## src/rtl/fabric_cpu_bridge_pkg.sv

```systemverilog
// Shared types and constants for the CPU-side fabric operand/result bridge
// and for tile-level wrappers that slice the column-wide OPA/OPB/RES buses.
package fabric_cpu_bridge_pkg;

  localparam int NumTilesDefault = 8;
  localparam int LatWidthDefault = 4;

  // Each CPU IO tile contributes this many bits to every operand/result port.
  localparam int BitsPerTile = 4;

  // Two-bit state register; IDLE must encode as zero.
  typedef enum logic [1:0] {
    IDLE = 2'd0,
    WAIT = 2'd1,
    RESP = 2'd2
  } state_e;

  // Bit bounds of tile t's slice within a column-wide bus.
  function automatic int tile_lsb(input int t);
    return t * BitsPerTile;
  endfunction

  function automatic int tile_msb(input int t);
    return t * BitsPerTile + BitsPerTile - 1;
  endfunction

endpackage

```

## src/rtl/fabric_latency_counter.sv

```systemverilog
// Per-request fabric latency counter: loads L on accept, counts down while
// the bridge waits, flags done at zero and never wraps below zero.
module fabric_latency_counter #(
  parameter int LatWidth = 4
) (
  input  logic                clk,
  input  logic                reset,
  input  logic                load,
  input  logic [LatWidth-1:0] load_value,
  input  logic                dec,
  output logic                done
);

  logic [LatWidth-1:0] cnt;

  // Load on accept, decrement while waiting, saturate at zero.
  always_ff @(posedge clk) begin
    // NOTE: registers use non-blocking (<=) so every flop samples the
    // pre-edge value of the others, independent of statement order.
    if (reset) begin
      cnt <= '0;
    end else if (load) begin
      cnt <= load_value;
    end else if (dec && (cnt != '0)) begin
      cnt <= cnt - 1'b1;
    end
  end

  assign done = (cnt == '0);

endmodule

```

## src/rtl/fabric_cpu_bridge.sv

```systemverilog
// CPU-side end of the CPU<->fabric operand/result interface. Accepts one
// two-operand request, drives the tile OPA/OPB pins, waits the requested
// number of extra fabric cycles, captures RES0/1/2 and returns them.
// Only one transaction is ever in flight.
module fabric_cpu_bridge
  import fabric_cpu_bridge_pkg::*;
#(
  parameter int NumTiles  = NumTilesDefault,
  parameter int DataWidth = BitsPerTile * NumTiles,
  parameter int LatWidth  = LatWidthDefault
) (
  input  logic                 UserCLK,
  input  logic                 reset,
  input  logic                 req_valid,
  output logic                 req_ready,
  input  logic [DataWidth-1:0] req_opa,
  input  logic [DataWidth-1:0] req_opb,
  input  logic [LatWidth-1:0]  req_latency,
  output logic                 rsp_valid,
  input  logic                 rsp_ready,
  output logic [DataWidth-1:0] rsp_res0,
  output logic [DataWidth-1:0] rsp_res1,
  output logic [DataWidth-1:0] rsp_res2,
  output logic                 busy,
  output logic [DataWidth-1:0] OPA,
  output logic [DataWidth-1:0] OPB,
  input  logic [DataWidth-1:0] RES0,
  input  logic [DataWidth-1:0] RES1,
  input  logic [DataWidth-1:0] RES2
);

  state_e state;
  logic   accept;
  logic   lat_done;

  // Handshake flags decode straight from the state register, so req_ready
  // is already low on the edge that completes a response handshake.
  assign req_ready = (state == IDLE);
  assign busy      = (state != IDLE);
  assign accept    = req_ready && req_valid;

  fabric_latency_counter #(
    .LatWidth(LatWidth)
  ) u_latency (
    .clk       (UserCLK),
    .reset     (reset),
    .load      (accept),
    .load_value(req_latency),
    .dec       (state == WAIT),
    .done      (lat_done)
  );

  // Transaction FSM with registered operand, result and rsp_valid outputs.
  always_ff @(posedge UserCLK) begin
    if (reset) begin
      // NOTE: a mid-transaction reset deliberately clears the operand and
      // result registers too, so no stale pending result can resurface.
      state     <= IDLE;
      OPA       <= '0;
      OPB       <= '0;
      rsp_valid <= 1'b0;
      rsp_res0  <= '0;
      rsp_res1  <= '0;
      rsp_res2  <= '0;
    end else begin
      case (state)
        IDLE: begin
          // Operands persist on the tile pins until the next accept.
          if (req_valid) begin
            OPA   <= req_opa;
            OPB   <= req_opb;
            state <= WAIT;
          end
        end
        WAIT: begin
          if (lat_done) begin
            rsp_res0  <= RES0;
            rsp_res1  <= RES1;
            rsp_res2  <= RES2;
            rsp_valid <= 1'b1;
            state     <= RESP;
          end
        end
        RESP: begin
          // Results stay readable after the handshake; only rsp_valid drops.
          if (rsp_ready) begin
            rsp_valid <= 1'b0;
            state     <= IDLE;
          end
        end
        default: begin
          state <= IDLE;
        end
      endcase
    end
  end

endmodule

```

## config.mk

```make
export PLATFORM = sky130hd
export DESIGN_NAME = fabric_cpu_bridge
export DESIGN_NICKNAME = d
export VERILOG_FILES = /design/src/rtl/fabric_cpu_bridge_pkg.sv /design/src/rtl/fabric_latency_counter.sv /design/src/rtl/fabric_cpu_bridge.sv
export SDC_FILE = /design/constraint.sdc
export NUM_CORES = 1
export LEC_CHECK = 0
export CAP_MARGIN = 20
export CELL_PAD_IN_SITES_DETAIL_PLACEMENT = 0
export CELL_PAD_IN_SITES_GLOBAL_PLACEMENT = 1
export CORE_UTILIZATION = 28
export CTS_BUF_LIST = sky130_fd_sc_hd__clkbuf_8
export CTS_CLUSTER_SIZE = 12
export DETAILED_ROUTE_END_ITERATION = 12
export MAX_ROUTING_LAYER = met4
export PLACE_DENSITY_LB_ADDON = 0.08
export SLEW_MARGIN = 5
export SYNTH_ARGS = -nofsm -noshare
export SYNTH_HDL_FRONTEND = slang
export SYNTH_SLANG_ARGS = --single-unit
export TNS_END_PERCENT = 50
```

## constraint.sdc

```tcl
create_clock -name UserCLK -period 2.13 [get_ports UserCLK]
set_input_delay 0.5325 -clock UserCLK [delete_from_list [all_inputs] [get_ports UserCLK]]
set_output_delay 0.5325 -clock UserCLK [all_outputs]
set_load 0.03 [all_outputs]
```

==> results.ini <==
[clocking]
cts_root_buffer = clkbuf_8
cts_tree = built
cts_buffer_depth = 2
holdBufCountCts = 0
cts.sinks = 167
htree_levels = 4
cts_buffers = 17
clk_pin_slew_ns = 0.09
insertion_delay_ns = 0.46
post_cts_buffers = 0

[drt]
wire_per_inst_um = 16.5
vias = 6385
first_pass_iters = 5
vias_per_cell = 4.76
drcViolationCount = 0
drtAntennaViolNets = 0
finalWirelength_um = 22100
drt-initial-drc-count = 312

[finish]
antenna_cells = 0
layout-drive-gt1-share = 0.0562
area_growth_pct = 64.6
final_nets = 1223

[timing]
finalCritPeriodShare = 0.961
setup_viol = 0
rsz0062_at_grt = no
clock_skew_ns = 0.0163
max_freq_ghz = 0.489
setup_ws_ns = 0.0839
finalSetupTns_ns = 0
tightest_slew_ns = 0.597
slew_headroom = 0.602
hold_violations = 0
maxSlewViolCount = 0
min_period_ns = 2.05

[die]
boundaryPins = 331
fp.dieW_um = 150
dieArea_um2 = 22600
core_area_um2 = 21300
die_y_um = 150
rows = 53
start_util = 0.289

[setup_path]
crit_path_end_kind = output pin
path_cells = clkdlybuf4s50_1
critPathLaunch = OPB[15]
r2r_setup_slack_ns = 0.31
r2r-start = u_latency.cnt[0]
path_delay_family = buffers and inverters
worstPathArrival_ns = 1.51
path_max_fanout = 2
start_kind = register
worst-path-buf-inv = 1
required_ns = 1.60
path_class = register to output pin
cp_slowest_cell = clkdlybuf4s50_1
slowest_delay_ns = 0.71

[logic_synthesis]
yosys.area.top_type = dfxtp_1
syn-num-nets = 933
syn_area_um2 = 6160
seq_area_frac_synth = 0.543
synth_flop_cell = dfxtp_1
async_flop_share = 0
synthTopCellsByArea = dfxtp_1 (54%), a21oi_1 (13%), nand3_1 (8.0%), nand2_1 (7.9%), o21ai_0 (7.6%)
synth_warnings = 0
yosysTopAreaCellShare = 0.543
syn_inst = 764
yosysMostFrequentCell = dfxtp_1
ys_ff_latch = 167
ys_types = 29
syn_avg_cell_area_um2 = 8.06
synth-edff-count = 0
synth_common_cells = dfxtp_1 (167), a21oi_1 (164), nand2_1 (130)

[global_route]
track_usage = 0.199
grt_pass1_wl_um = 33600
first_global_vias = 6017
antenna_found_initial = 0
grt_max_degree = 68
overflow = 0

[placed_design]
place_congestion = 0.745
hpwl_um = 14400
pre_cts_slack_ns = 0.0417
port_buffers = 330

[min_path]
hp-start = OPB[3]
hold_class = register to register

[pwr]
power_per_cell_area_nw_per_um2 = 788
irDropWorstVdd_v = 0.000418
leakagePower_nw = 3.64
power.total_mw = 7.99

[status]
outcome = complete, no violations

[run]
drv_cap = 0

placed cells by master (no fill, tap or decap), types with 3 or more instances in the layout:
cell type,n
dfxtp_1,167
clkinv_4,4
clkinvlp_4,3
clkbuf_8,17
inv_6,3
a21oi_1,164
nand2_1,130
inv_1,5
dlymetal6s2s_1,10
buf_12,8
buf_4,12
nor2_1,4
or3b_2,3
clkdlybuf4s50_1,316
o21ai_0,94
o21ai_1,4
nand3_1,99
flip-flops by register name, indices dropped and copies added, names as in the netlist:
name           count
state              2
OPA               32
u_latency.cnt      4
rsp_res1          32
OPB               32
rsp_valid          1
rsp_res0          32
rsp_res2          32
per-layer routing:
metal  global-route usage  wire (µm)
met5                    -          0
met4               0.0465        237
met3               0.0876       2230
met2                0.312      10600
met1                0.233       9090
power by group:
part / switching, mW / internal [mW] / leakage [nW]
combinational: 1.38 / 0.918 / 2.09
sequential: 0.105 / 3.35 / 1.36
clock: 1.29 / 0.951 / 0.188
total: 2.77 / 5.22 / 3.64
path summary, 6_finish.rpt:
| check | to | cells after the start |
|---|---|---|
| max | OPB[15] | 1 |
| min | OPB[3] | 2 |
| max reg2reg | rsp_res2[0] | 6 |
| min reg2reg | OPB[3] | 2 |
cells by family (layout without fill, tap and decap cells):
family,Yosys count,in the layout,share of synthesized area
adders and majority gates,1,1,0.00203
buffers and inverters,82,385,0.0555
AOI/OAI and AO/OA,267,267,0.220
DFF,167,167,0.543
and+or+nand+nor,247,247,0.179
through the flow:
step           cell area, µm²  hold slack (ns)   util  cells
2_1_floorplan            6160            0.469      -    764
3_3_place_gp             9730            0.441  0.457   1310
3_5_place_dp             9730            0.446  0.457   1310
4_1_cts                 10100            0.458  0.475   1342
5_1_grt                 10100            0.472  0.476   1342
6_report                10100            0.456  0.476   1342
area by class of cell:
type                       count  area, µm²
fill                        2137      11200
timing repair buffer         349       3570
sequential                   167       3340
multi-input combinational    515       2490
tap                          275        344
clock buffer                  17        234
clock inverter                15        145
inverter                       4       15.0
what timing repair did:
action	CTS	global route
cloned	0	0
resized for setup	3	11
setup endpoints to repair	3	11
pin swaps	0	0
No activity file was read; power rests on OpenSTA's default activity.
